### src/rtl/iddrx4_align_pkg.sv
// Shared types and sizing for the x4 DDR gearbox word-alignment controller.
package iddrx4_align_pkg;

   // Default training word; all eight rotations of it are distinct.
   localparam logic [7:0] DEFAULT_PATTERN = 8'h1E;

   // Counter widths sized to the legal parameter ranges.
   localparam int unsigned SETTLE_W = 4;   // SETTLE_CYC 1..15
   localparam int unsigned MATCH_W  = 8;   // MATCH_CNT 1..255
   localparam int unsigned SLIP_W   = 4;   // MAX_SLIPS 1..15, SLIP_CNT saturates at 15
   localparam int unsigned ERR_W    = 4;   // post-lock consecutive error count

   typedef enum logic [2:0] {
      ST_IDLE,
      ST_SETTLE,
      ST_CHECK,
      ST_SLIP,
      ST_LOCKED,
      ST_FAILED
   } state_t;

endpackage

### src/rtl/iddrx4_align_cmp.sv
// Registered training-word compare with consecutive match counter.
// Optional post-lock error counter enabled by `LOCK_MON_EN.
module iddrx4_align_cmp
   import iddrx4_align_pkg::*;
#(
   parameter logic [7:0]  PATTERN   = DEFAULT_PATTERN,
   parameter int unsigned MATCH_CNT = 8
`ifdef LOCK_MON_EN
   , parameter int unsigned ERR_LIMIT = 4
`endif
) (
   input  logic       clk,
   input  logic       rst,
   input  logic       clr,
   input  logic       en,
   input  logic [7:0] data,
   output logic       miss,
   output logic       hit
`ifdef LOCK_MON_EN
   , output logic     err_hit
`endif
);

   logic [MATCH_W-1:0] match_cnt_q, match_cnt_d;
   logic               miss_q, miss_d;
`ifdef LOCK_MON_EN
   logic [ERR_W-1:0]   err_cnt_q, err_cnt_d;
`endif

   // Next-value logic: a match extends the run, any mismatch restarts it.
   always_comb begin
      // NOTE: every comb output gets a default first so no path leaves it unassigned (no latch).
      match_cnt_d = match_cnt_q;
      miss_d      = miss_q;
`ifdef LOCK_MON_EN
      err_cnt_d   = err_cnt_q;
`endif
      if (clr) begin
         match_cnt_d = '0;
         miss_d      = 1'b0;
`ifdef LOCK_MON_EN
         err_cnt_d   = '0;
`endif
      end else if (en) begin
         if (data == PATTERN) begin
            if (match_cnt_q != '1) match_cnt_d = match_cnt_q + 1'b1;
            miss_d = 1'b0;
`ifdef LOCK_MON_EN
            err_cnt_d = '0;
`endif
         end else begin
            match_cnt_d = '0;
            miss_d      = 1'b1;
`ifdef LOCK_MON_EN
            if (err_cnt_q != '1) err_cnt_d = err_cnt_q + 1'b1;
`endif
         end
      end
   end

   // Counter and flag registers.
   always_ff @(posedge clk or posedge rst) begin
      // NOTE: sequential state uses non-blocking assignment so all flops update together.
      if (rst) begin
         match_cnt_q <= '0;
         miss_q      <= 1'b0;
`ifdef LOCK_MON_EN
         err_cnt_q   <= '0;
`endif
      end else begin
         match_cnt_q <= match_cnt_d;
         miss_q      <= miss_d;
`ifdef LOCK_MON_EN
         err_cnt_q   <= err_cnt_d;
`endif
      end
   end

   assign miss = miss_q;
   assign hit  = (match_cnt_q >= MATCH_W'(MATCH_CNT));
`ifdef LOCK_MON_EN
   assign err_hit = (err_cnt_q >= ERR_W'(ERR_LIMIT));
`endif

endmodule

### src/rtl/iddrx4_align_ctrl.sv
// Word-alignment controller for one x4 DDR gearbox lane.
// Issues ALIGNWD slips until the training word is seen MATCH_CNT times in a row.
// Define `LOCK_MON_EN to keep monitoring RXDATA after lock and realign on errors.
module iddrx4_align_ctrl
   import iddrx4_align_pkg::*;
#(
   parameter logic [7:0]  PATTERN    = DEFAULT_PATTERN,
   parameter int unsigned SETTLE_CYC = 4,
   parameter int unsigned MATCH_CNT  = 8,
   parameter int unsigned MAX_SLIPS  = 8
`ifdef LOCK_MON_EN
   , parameter int unsigned ERR_LIMIT = 4
`endif
) (
   input  logic              SCLK,
   input  logic              RST,
   input  logic              START,
   input  logic [7:0]        RXDATA,
   output logic              ALIGNWD,
   output logic              BUSY,
   output logic              LOCKED,
   output logic              FAIL,
   output logic [SLIP_W-1:0] SLIP_CNT
);

   state_t              state_q, state_d;
   logic [SETTLE_W-1:0] settle_cnt_q, settle_cnt_d;
   logic [SLIP_W-1:0]   slip_cnt_q, slip_cnt_d;
   logic                alignwd_q, alignwd_d;
   logic                busy_q, busy_d;
   logic                locked_q, locked_d;
   logic                fail_q, fail_d;

   logic cmp_en, cmp_miss, cmp_hit;
`ifdef LOCK_MON_EN
   logic cmp_err_hit;
   assign cmp_en = (state_q == ST_CHECK) || (state_q == ST_LOCKED);
`else
   assign cmp_en = (state_q == ST_CHECK);
`endif

   iddrx4_align_cmp #(
      .PATTERN   (PATTERN),
      .MATCH_CNT (MATCH_CNT)
`ifdef LOCK_MON_EN
      , .ERR_LIMIT (ERR_LIMIT)
`endif
   ) u_cmp (
      .clk     (SCLK),
      .rst     (RST),
      .clr     (!cmp_en),
      .en      (cmp_en),
      .data    (RXDATA),
      .miss    (cmp_miss),
      .hit     (cmp_hit)
`ifdef LOCK_MON_EN
      , .err_hit (cmp_err_hit)
`endif
   );

   // State, counter and registered-output flops.
   always_ff @(posedge SCLK or posedge RST) begin
      if (RST) begin
         state_q      <= ST_IDLE;
         settle_cnt_q <= '0;
         slip_cnt_q   <= '0;
         alignwd_q    <= 1'b0;
         busy_q       <= 1'b0;
         locked_q     <= 1'b0;
         fail_q       <= 1'b0;
      end else begin
         state_q      <= state_d;
         settle_cnt_q <= settle_cnt_d;
         slip_cnt_q   <= slip_cnt_d;
         alignwd_q    <= alignwd_d;
         busy_q       <= busy_d;
         locked_q     <= locked_d;
         fail_q       <= fail_d;
      end
   end

   // Next-state and counter logic.
   always_comb begin
      state_d      = state_q;
      settle_cnt_d = settle_cnt_q;
      slip_cnt_d   = slip_cnt_q;
      unique case (state_q)
         ST_IDLE, ST_FAILED: begin
            if (START) begin
               state_d      = ST_SETTLE;
               settle_cnt_d = SETTLE_W'(SETTLE_CYC);
               slip_cnt_d   = '0;
            end
         end
         ST_SETTLE: begin
            settle_cnt_d = settle_cnt_q - 1'b1;
            if (settle_cnt_q <= SETTLE_W'(1)) state_d = ST_CHECK;
         end
         ST_CHECK: begin
            if (cmp_miss) begin
               if (slip_cnt_q < SLIP_W'(MAX_SLIPS)) begin
                  state_d = ST_SLIP;
                  if (slip_cnt_q != '1) slip_cnt_d = slip_cnt_q + 1'b1;
               end else begin
                  state_d = ST_FAILED;
               end
            end else if (cmp_hit) begin
               state_d = ST_LOCKED;
            end
         end
         ST_SLIP: begin
            state_d      = ST_SETTLE;
            settle_cnt_d = SETTLE_W'(SETTLE_CYC);
         end
         ST_LOCKED: begin
`ifdef LOCK_MON_EN
            if (START || cmp_err_hit) begin
`else
            if (START) begin
`endif
               state_d      = ST_SETTLE;
               settle_cnt_d = SETTLE_W'(SETTLE_CYC);
               slip_cnt_d   = '0;
            end
         end
         default: state_d = ST_IDLE;
      endcase
   end

   // Output decode from the next state so every output is a flop.
   always_comb begin
      alignwd_d = (state_d == ST_SLIP);
      busy_d    = (state_d == ST_SETTLE) || (state_d == ST_CHECK) || (state_d == ST_SLIP);
      locked_d  = (state_d == ST_LOCKED);
      fail_d    = (state_d == ST_FAILED);
   end

   assign ALIGNWD  = alignwd_q;
   assign BUSY     = busy_q;
   assign LOCKED   = locked_q;
   assign FAIL     = fail_q;
   assign SLIP_CNT = slip_cnt_q;

endmodule

### config.mk
export PLATFORM = sky130hd
export DESIGN_NAME = iddrx4_align_ctrl
export DESIGN_NICKNAME = d
export VERILOG_FILES = /design/src/rtl/iddrx4_align_pkg.sv /design/src/rtl/iddrx4_align_cmp.sv /design/src/rtl/iddrx4_align_ctrl.sv
export SDC_FILE = /design/constraint.sdc
export NUM_CORES = 1
export LEC_CHECK = 0
export BUFFER_PORTS_ARGS = -buffer_cell sky130_fd_sc_hd__buf_2
export CAP_MARGIN = 10
export CORE_MARGIN = 2
export CORE_UTILIZATION = 35
export CTS_CLUSTER_SIZE = 14
export DETAILED_ROUTE_END_ITERATION = 8
export SLEW_MARGIN = 25
export SYNTH_ARGS = -nofsm -noshare
export SYNTH_HDL_FRONTEND = slang
export SYNTH_HIERARCHICAL = 1
export SYNTH_SLANG_ARGS = --single-unit
export TNS_END_PERCENT = 50
### constraint.sdc
create_clock -name SCLK -period 3.4 [get_ports SCLK]
set_input_delay 0 -clock SCLK [delete_from_list [all_inputs] [get_ports SCLK]]
set_output_delay 0 -clock SCLK [all_outputs]
set_load 0.005 [all_outputs]
Word level (Yosys, flattened, before mapping)
Cells that the tools add are included.
{ "classes": {"add_sub_neg": 3, "n_lt_le_gt_ge": 3, "eq_ne": 18, "mux": 18, "n_reduce_logical": 8} }
{ "op_table": {"columns": ["op", "count"], "rows": [
  ["$mux 8", 3],
  ["$mux 4", 5],
  ["$mux 3", 5],
  ["$eq 3x2->1 const B", 4],
  ["$eq 3x3->1 const B", 4],
  ["$pmux 3 s4", 1],
  ["$pmux 4 s3", 1],
  ["$add 8x1->8 const B", 1],
  ["$eq 8x5->1 const B", 1],
  ["$ge 8x4->1 const B", 1],
  ["$ne 2x1->1 const B", 4],
  ["$ne 8x8->1 const B", 1],
  ["$pmux 4 s2", 1],
  ["$eq 3x1->1 const B", 2],
  ["$reduce_and 5->1", 1],
  ["$add 4x1->4 const B", 1],
  ["$le 4x1->1 const B", 1],
  ["$lt 4x4->1 const B", 1],
  ["$ne 4x4->1 const B", 1],
  ["$sub 4x1->4 const B", 1],
  ["$logic_not 3->1", 1],
  ["$ne 3x3->1 const B", 1],
  ["$reduce_bool 3->1", 1],
  ["$reduce_or 3->1", 1],
  ["4 further kinds", 6]
]} }
{ "word_totals": {"reg_bits": 24, "in_bits": 11, "word_cells": 59} }

Longest topological paths before layout
Gate-level depths: netlist (run 1).
{ "depth": {"ltp_word": 7, "ltp_mapped": 9} }

Cells and area by module
Netlist (run 1), hierarchy kept.
{ "by_module_without_submodules": {"columns": ["module", "n_inst", "cells_each", "area_per_inst_um2", "seq_area_each_um2"], "rows": [
  ["iddrx4_align_ctrl", 1, 77, 778.2, 375.4],
  ["iddrx4_align_cmp", 1, 64, 576.8, 225.2]
]} }

Least setup slack after synthesis (run 1)
Ideal clock, no wire load.
{ "synth_path": {"path_kind": "register to register", "startpoint": "register state_q[0]", "endpoint": "register u_cmp.match_cnt_q[3]", "setup_time_ns": 0.069, "t_arrival_ns": 1.919, "slack_ns": 1.412, "stages_incl_launch_ff": 9, "path_buffers": 2, "synth_period_minus_slack_ns": 1.988, "path_cell_list": "dfrtp_1 -> or3b_1 -> buf_6 -> inv_1 -> or2_2 -> o41ai_2 -> buf_2 -> or4b_1 -> nand3_1"} }
{ "synth_between": {"elab_chain_cells": 2, "elab_cells_between_ends": 3, "classes_between": "eq/ne: 2; mux: 1"} }
{ "synth_lines": {"columns": ["item", "line", "rtl"], "rows": [
  ["from (decl)", "iddrx4_align_ctrl.sv:26", "state_t state_q, state_d;"],
  ["from (signal assigned)", "iddrx4_align_ctrl.sv:72", "state_q <= state_d;"],
  ["$eq 3x2->1 *", "iddrx4_align_ctrl.sv:39", "assign cmp_en = (state_q == ST_CHECK);"],
  ["named net cmp_en", "iddrx4_align_ctrl.sv:34", "logic cmp_en, cmp_miss, cmp_hit;"],
  ["$ne 3x3->1 (no source line) / $mux 8 (equally long branches)", null, null],
  ["to (signal assigned)", "iddrx4_align_cmp.sv:71", "match_cnt_q <= match_cnt_d;"],
  ["to (decl)", "iddrx4_align_cmp.sv:24", "logic [MATCH_W-1:0] match_cnt_q, match_cnt_d;"]
]} }
Mark *: on every way through the listed nets, which the timed path passes. The rest lies on a longest branch.
A chain may end at the register's enable or synchronous reset.

Worst setup path after layout (run 1)
{ "layout_path": {"startpoint": "register state_q[0]", "endpoint": "register u_cmp.match_cnt_q[2]"} }
{ "layout_between": {"elab_chain_cells": 2, "elab_cells_between_ends": 3, "classes_between": "eq/ne: 2; mux: 1"} }
{ "layout_lines": {"columns": ["item", "line"], "rows": [
  ["$eq 3x2->1 *", "iddrx4_align_ctrl.sv:39"],
  ["$ne 3x3->1 (no source line) / $mux 8 (equally long branches)", null]
]} }
Every way passes the cells marked *; elsewhere a longest branch is shown, timed or not.

==> impl_metrics.toml, run 1 <==
[hold_path]
hold_class = "input pin to flop"
min-delay-start = "START"
holdPathEnd = "LOCKED"
whs_path_depth = 4

[grt]
grt_pass1_vias = 1121
gr-usage-met1_pct = 18.0
grt_pass1_wl_mm = 5.12
grt-busiest-layer = "met2"
use_met2_pct = 26.3
track_usage_pct = 15.1
gr-total-overflow = 0
grt_use_met3_pct = 3.75
grt_max_degree = 16
grt_antenna_before_repair = 0

[worst_setup_path]
rrSetupSlack_ps = 890
critPathRequiredTime_ps = 3560
critPathMaxFanout = 12
reg2regPathDepth = 5
r2r-end = "u_cmp/match_cnt_q[2]"
critical_path_class = "flop to flop"
start_kind = "flop"
arrival_ps = 2670
startpoint = "state_q[0]"
end_kind = "flop"
r2r_start = "state_q[0]"

[timing]
holdWs_ps = 84.6
setup_tns_ps = 0
period_needed_ps = 2510
drv_slew = 0
tightestPinTransition_ps = 824
rsz0062_at_grt = "no"
skew_ps = 2.27
fmax_ghz = 0.399
finalSetupViolations = 0
period_share_pct = 73.7
slew_headroom_pct = 44.5
hold_viol_final = 0

[synthesis]
ys_async_sr_fraction_pct = 100
yosysSeqAreaShare_pct = 44.3
ys_ff_latch = 24
ys.flop_type = "dfrtp_1"
avgSynthCellArea_um2 = 9.61
synth_warnings = 6
yosys-top-cells-area = "dfrtp_1 (44%), ha_1 (4.6%), nand2_1 (3.9%)"
syn_area_um2 = 1360
synth_nets = 157
synth_top_area_share_pct = 44.3
synth_cell_types = 46
syn-instance-count = 141
synth_area_leader_cell = "dfrtp_1"
synth_edf_count = 0

[die]
start_util_pct = 36.7
rows = 22
die_w_um = 66.2
die_h_um = 66.2
die-area_um2 = 4390
core_um2 = 3690
io_pins = 19

[route]
ant_nets = 0
drtPass1Iterations = 4
wire_per_inst_um = 13.4
num_vias = 1103
wl_mm = 2.80
drc = 0
viasPerCell = 5.28
first_iter_violations = 39

[cells_and_area]
syn2layout_area_growth_pct = 15.3
nets = 178
n_fill_cell = 356
n_antenna_cell = 0
stdcell_count = 209
finalInstanceArea_um2 = 1560
drive_above_1_share_pct = 18.6

[cts]
post_cts_buffers = 0
cts_tree = "yes"
clkLatencyLatePin_ps = 270
cts_buffer_depth = 2
cts_made_buffers = 3
clock-sinks = 24
path_clk_slew_ps = 90
root_buffer = "clkbuf_8"
postCtsHoldBufs = 1
ctsResizeCount = 0
cts.htree.levels = 1

[power_and_ir_drop]
power.density_nw_per_um2 = 556
p_total_uw = 869
vdd_ir_drop_max_v = 0.000333
leakagePower_nw = 0.717

[place]
dp_hpwl_mm = 2.11
dp_cells = 204
place.port_buffers = 18
place_area_um2 = 1480
gp_congestion = 0.918

[status]
outcome = "finished clean"

[run]
maxCapViolCount = 0
final cells by class:
type / count / area [um^2] / share of cell area, %
clock buffers: 3 / 41.3 / 2.64
multi-input cells: 102 / 686 / 43.9
well taps: 48 / 60.1 / 3.84
flip-flops and latches: 24 / 601 / 38.4
inverters: 12 / 45.0 / 2.88
clock inverters: 1 / 30.0 / 1.92
repair buffers: 19 / 100 / 6.41
stage by stage:
| stage | util [%] | setup slack [ps] |
|---|---|---|
| after global placement | 40.2 | 1010 |
| after global routing | 42.4 | 694 |
| after floorplan | - | 1410 |
| after CTS | 42.4 | 926 |
| final | 42.4 | 894 |
| after detailed placement | 40.2 | 937 |
worst max path at each step:
stage | end | slack, ps | cells past startpoint
after floorplan | u_cmp/match_cnt_q[3] | 1410 | 8
after global placement | u_cmp/match_cnt_q[2] | 1010 | 5
after detailed placement | u_cmp/match_cnt_q[2] | 940 | 5
after CTS | u_cmp/match_cnt_q[2] | 930 | 5
after global routing | u_cmp/match_cnt_q[2] | 690 | 5
final | u_cmp/match_cnt_q[2] | 890 | 5
worst max-delay path: stages, from the launching register on:
cell and delay [ps]:
dfrtp_1 460, or3b_1 620, nand4b_1 280, o41ai_2 680
nand2b_1 260, o21ai_0 100
placed cells by master, fill, tap and decap left out, types with 3 or more instances in the layout:
master	n
nand2b_1	7
clkbuf_8	3
nand3_1	10
buf_2	18
o21ai_0	10
ha_1	5
nor2_1	5
o22ai_1	3
a21oi_1	3
dfrtp_1	24
inv_1	12
nand2_1	14
nor3_1	3
cell families after synthesis:
group	count (synthesis)	share of synthesized area, %
XOR/XNOR	2	1.29
AND/OR/NAND/NOR	62	27.1
multiplexers	1	0.739
adder cells (fa/ha/maj)	5	4.62
buffers and inverters	15	5.08
AO/OA/AOI/OAI	32	16.8
flip-flops	24	44.3
synthesized netlist by cell type, types with 2 or more instances:
cell	number
a21oi_1	3
a22o_1	2
dfrtp_1	24
ha_1	5
inv_1	12
nand2_1	14
nand2b_1	7
nand3_1	10
nand4b_1	2
nor2_1	5
nor2b_1	2
nor3_1	3
nor4_1	2
o211ai_1	2
o21ai_0	10
o22a_1	2
o22ai_1	3
o31a_1	2
or2_2	2
or2b_1	2
or4b_1	2
state kept, by name, indices dropped and copies added, names as in the netlist:
register / flops
settle_cnt_q: 4
SLIP_CNT: 4
ALIGNWD: 1
BUSY: 1
u_cmp/match_cnt_q: 8
FAIL: 1
u_cmp/miss: 1
LOCKED: 1
state_q: 3
per-layer routing:
layer,vias to the layer above,wire length [um]
li1,553,-
met1,527,1230
met2,17,1410
met3,6,101
met4,0,51
met5,-,0
power by group:
group          switching [mW]  total, mW  internal (mW)  leakage [nW]
Combinational           0.120      0.229          0.109         0.371
Clock                  0.0973      0.255          0.158        0.0357
Sequential             0.0551      0.385          0.330         0.310
Total                   0.273      0.869          0.596         0.717
(Power assumes the default switching activity.)
==> run 2, diff against run 1 <==
==> constraint.sdc (replaced) <==
create_clock -name SCLK -period 2.6 [get_ports SCLK]
set_input_delay 0 -clock SCLK [delete_from_list [all_inputs] [get_ports SCLK]]
set_output_delay 0 -clock SCLK [all_outputs]
set_load 0.005 [all_outputs]
==> impl_metrics.toml, run 2 (synthesis gave the netlist of run 1 again) <==
[status]
outcome = "finished clean"

[cts]
cts_tree = "yes"
post_cts_buffers = 0
cts.htree.levels = 1
cts_buffer_depth = 2
root_buffer = "clkbuf_8"
clkLatencyLatePin_ps = 270
cts_made_buffers = 3
path_clk_slew_ps = 90
clock-sinks = 24

[die]
die_w_um = 66.2
rows = 22
die-area_um2 = 4390
die_h_um = 66.2
start_util_pct = 36.7
io_pins = 19
core_um2 = 3690

[cells_and_area]
nets = 179
drive_above_1_share_pct = 19.1
register_area_um2 = 601
n_fill_cell = 365
syn2layout_area_growth_pct = 15.9
layout_commonest_cell = "dfrtp_1"
final_cell_mix = "dfrtp_1 (24), buf_2 (18), nand2_1 (14)"
multiInputGateArea_um2 = 686
n_antenna_cell = 0
top_register = "u_cmp/match_cnt_q"
largest_register_ff_count = 8

[timing]
skew_ps = 5.86
period_needed_ps = 2300
slew_headroom_pct = 62.8
hold_viol_final = 0
drv_slew = 0
layout_setup_ws_ps = 298
setup_tns_ps = 0
rsz0062_at_grt = "no"
fmax_ghz = 0.434
period_share_pct = 88.6
finalSetupViolations = 0
tightestPinTransition_ps = 557

[grt]
grt_max_degree = 16
grt_pass1_wl_mm = 4.79
grt_pass1_vias = 1082
gr-total-overflow = 0
track_usage_pct = 14.2
grt_antenna_before_repair = 0

[run]
maxCapViolCount = 0

[power_and_ir_drop]
leakagePower_nw = 0.722
vdd_ir_drop_max_v = 0.000347
power.density_nw_per_um2 = 721

[place]
dp_slack_ps = 373
dp_hpwl_mm = 2.02
gp_congestion = 0.900
place.port_buffers = 18

[worst_setup_path]
start_kind = "flop"
critPathMaxFanout = 12
critical_path_class = "flop to flop"
end_kind = "flop"
critPathRequiredTime_ps = 2810
arrival_ps = 2510

[route]
drc = 0
viasPerCell = 5.26
ant_nets = 0
wire_per_inst_um = 13.0
num_vias = 1105
wl_mm = 2.74
first_iter_violations = 62
drtPass1Iterations = 4

[hold_path]
hold_class = "input pin to flop"
run 2: cell count changes in the layout (fill, tap and decap cells not counted), sizes merged:
| cell | before | now |
|---|---|---|
| buf | 18 | 19 |
run 2: power breakdown:
group	switching, mW	internal, mW	total, mW
Sequential	0.0726	0.432	0.504
Clock	0.125	0.206	0.331
Combinational	0.153	0.144	0.296
Total	0.350	0.781	1.13
run 2: routing by layer:
layer | GRT usage (%) | wire length, um | share of wire (%) | vias up
met5 | 0 | 0 | 0 | -
met4 | 6.12 | 36 | 1.3 | 0
met3 | 3.92 | 123 | 4.5 | 4
met2 | 24.0 | 1370 | 50 | 29
met1 | 16.8 | 1210 | 44 | 522
li1 | - | - | - | 550
run 2: final timing paths:
path / cells after the start / end / startpoint / slack (ps)
setup reg to reg: 7 / u_cmp/match_cnt_q[4] / state_q[1] / 300
hold reg to reg: 1 / settle_cnt_q[1] / settle_cnt_q[1] / 530
min in group asynchronous: 3 / u_cmp/match_cnt_q[3] / RST / 250
max in group asynchronous: 3 / state_q[2] / RST / 1900
setup / recovery: 7 / u_cmp/match_cnt_q[4] / state_q[1] / 300
hold / removal: 4 / LOCKED / START / 80
run 2: area by class of cell:
type | count | area share, %
Tap cell | 48 | 3.82
Multi-Input combinational cell | 102 | 43.7
Inverter | 12 | 2.87
Clock buffer | 3 | 2.63
Sequential cell | 24 | 38.2
Clock inverter | 1 | 1.91
Timing Repair Buffer | 20 | 6.85
run 2: stage by stage:
step	cell area, um^2	total power, mW	std cells	hold slack [ps]	util (%)
global placement	1490	0.794	205	2.50	40.4
global route	1570	1.21	210	91.0	42.6
detailed placement	1490	0.806	205	5.22	40.4
floorplan	1360	0.735	141	-172	-
finish	1570	1.13	210	82.0	42.6
CTS	1570	1.14	210	66.1	42.6
run 2: repair_timing:
action                    4_1_cts  5_1_grt
hold endpoints to repair       24        0
gates resized for setup         0        0
hold buffers                    1        0
run 2: critical path, cell delays in order (launching register included):
cell     delay (ps)
dfrtp_1         490
or3b_1          600
inv_1           220
or2_2           140
o41ai_2          60
buf_4           180
or4b_1          460
nand3_1          90
==> run 3, diff against run 2 <==
--- a/config.mk
+++ b/config.mk
@@ -5,8 +5,10 @@
 export SDC_FILE = /design/constraint.sdc
 export NUM_CORES = 1
 export LEC_CHECK = 0
+export ABC_AREA = 1
 export BUFFER_PORTS_ARGS = -buffer_cell sky130_fd_sc_hd__buf_2
 export CAP_MARGIN = 10
+export CORE_ASPECT_RATIO = 0.7
 export CORE_MARGIN = 2
 export CORE_UTILIZATION = 35
 export CTS_CLUSTER_SIZE = 14
==> impl_metrics.toml, run 3 <==
[status]
outcome = "finished clean"

[power_and_ir_drop]
p_total_mw = 1.43
leakagePower_nw = 0.975
switchingPower_uw = 559
clockPowerShare_pct = 23.2
intPower_uw = 872
pwr-share-seq_pct = 37.0
pwr-share-comb_pct = 39.8
switching_share_pct = 39.1
vdd_ir_drop_max_v = 0.000453
power.density_nw_per_um2 = 819

[cts]
path_clk_slew_ps = 90
clkLatencyLatePin_ps = 270
ctsResizeCount = 0
cts_buffer_depth = 2
cts_made_buffers = 3
cts_tree = "yes"
clock-sinks = 24
post_cts_buffers = 0
root_buffer = "clkbuf_8"
cts.htree.levels = 1

[run]
maxCapViolCount = 0

[grt]
grt_pass1_vias = 1089
grt_antenna_before_repair = 0
gr-total-overflow = 0
grt_max_degree = 16
grt_pass1_wl_mm = 5.19
track_usage_pct = 14.2

[cells_and_area]
nets = 246
n_fill_cell = 417
register_area_um2 = 601
n_antenna_cell = 0
stdcell_count = 281
multiInputGateArea_um2 = 766
top_register = "u_cmp/match_cnt_q"
finalInstanceArea_um2 = 1750
largest_register_ff_count = 8
fin_util_pct = 43.3
syn2layout_area_growth_pct = 15.6
final_cell_mix = "nand2_1 (65), inv_1 (32), nor2_1 (27)"
drive_above_1_share_pct = 21.0
layout_commonest_cell = "nand2_1"

[route]
drtPass1Iterations = 4
num_vias = 1226
drc = 0
first_iter_violations = 131
ant_nets = 0
wl_mm = 2.95
wire_per_inst_um = 10.5
viasPerCell = 4.36

[timing]
drv_slew = 0
fmax_ghz = 0.677
setup_tns_ps = 0
skew_ps = 8.15
period_share_pct = 56.8
hold_viol_final = 0
slew_headroom_pct = 61.7
finalSetupViolations = 0
tightestPinTransition_ps = 574
period_needed_ps = 1480
layout_setup_ws_ps = 1120
holdWs_ps = 131
rsz0062_at_grt = "no"

[synthesis]
synth_nets = 222
syn-instance-count = 206
yosysMostFrequentCell = "nand2_1"
ys_async_sr_fraction_pct = 100
synth-simple-area-share_pct = 40.7
synth_area_leader_cell = "dfrtp_1"
syn_area_um2 = 1510
synth_top_area_share_pct = 39.7
yosys-top-cells-area = "dfrtp_1 (40%), nand2_1 (16%), inv_1 (7.9%)"
ys_ff_latch = 24
yosysSeqAreaShare_pct = 39.7
synthMuxAreaShare_pct = 0
synth_edf_count = 0
synth_warnings = 6
ys.flop_type = "dfrtp_1"
avgSynthCellArea_um2 = 7.34
synth_cell_types = 27
synth-xor-area-share_pct = 1.74
synth_top_family_by_area = "simple AND/OR/NAND/NOR gates"
synth_compound_area_share_pct = 4.06
synth_common_cells = "nand2_1 (65), inv_1 (32), nor2_1 (27)"
synth_fa_ha_area_share_pct = 4.14

[worst_setup_path]
start_kind = "flop"
critPathMaxFanout = 8
critPathRequiredTime_ps = 2810
r2r-end = "u_cmp/match_cnt_q[4]"
reg2regPathDepth = 7
cp_cell_sequence = "ha_1 -> nand2_2 -> nor2_4 -> nand3_4 -> o21ai_4 -> nand2_1 -> nand2_1"
end_kind = "flop"
critPathTopFamily = "simple AND/OR/NAND/NOR gates"
critical_path_class = "flop to flop"
r2r_start = "u_cmp/match_cnt_q[1]"
startpoint = "u_cmp/match_cnt_q[1]"
arrival_ps = 1690
cp_common_cell = "nand2_1"
cp_num_buf_inv = 0
slowest_delay_ps = 410
slowest_stage = "dfrtp_1"
rrSetupSlack_ps = 1120

[die]
core_um2 = 4040
io_pins = 19
start_util_pct = 37.4
die_h_um = 59.0
die_w_um = 82.5
rows = 19
die-area_um2 = 4870

[hold_path]
whs_path_depth = 4
hold_class = "input pin to flop"
holdPathEnd = "state_q[2]"
min-delay-start = "START"

[place]
place.port_buffers = 18
dp_hpwl_mm = 2.25
dp_slack_ps = 1150
gp_congestion = 0.808
dp_cells = 276
place_area_um2 = 1670
[run 3: cell types whose count changed in the layout (fill, tap and decap cells not counted), moves of 3 or more]
cell	previous run	this run
nand2_2	0	4
nand2_1	14	65
nor2_1	5	27
inv_2	0	5
nand4_1	1	6
nand2b_1	7	0
o21ai_0	10	1
nand2_4	0	4
nand3_2	0	3
inv_1	12	32
[run 3: cell families (layout without fill, tap and decap cells)]
group / Yosys count / count (layout)
AO/OA/AOI/OAI: 7 / 7
XOR/XNOR: 3 / 3
adder cells (fa/ha/maj): 5 / 5
buffers and inverters: 38 / 61
flip-flops: 24 / 24
AND/OR/NAND/NOR: 129 / 129
[run 3: layer usage]
metal  global-route usage (%)  share of wire [%]
met3                     3.20                5.8
met1                     24.4                 56
met5                        0                  0
met4                     3.04                  0
met2                     17.3                 38
[run 3: power by group through the flow]
stage,clock network (mW),logic (mW),registers [mW]
after floorplan,0,0.443,0.529
after detailed placement,0,0.571,0.537
after CTS,0.343,0.576,0.531
final,0.332,0.570,0.530
after global placement,0,0.568,0.540
after global routing,0.352,0.663,0.545
[run 3: area by class of cell]
cell class              instances  area share [%]
flip-flops and latches         24            34.4
multi-input cells             144            43.8
well taps                      52            3.72
clock inverters                 1            1.72
inverters                      38            8.30
clock buffers                   3            2.36
repair buffers                 19            5.73
[run 3: how the worst max path moves through the flow]
stage                                      end  slack (ps)  depth (start not counted)
after floorplan           u_cmp/match_cnt_q[4]        1320                          7
after global placement    u_cmp/match_cnt_q[5]        1120                          6
after CTS                 u_cmp/match_cnt_q[7]        1120                          7
after detailed placement  u_cmp/match_cnt_q[7]        1150                          7
after global routing      u_cmp/match_cnt_q[2]         960                          7
final                     u_cmp/match_cnt_q[4]        1120                          7
[run 3: what timing repair did]
item / in CTS / in global routing
hold buffers: 1 / 0
hold endpoints to repair: 24 / 0
endpoints found under the setup margin: 0 / 0
[run 3: tightest hold or removal path, cell delays in order]
cell	delay, ps
buf_2	80
inv_1	90
nand2_1	110
o22ai_2	90
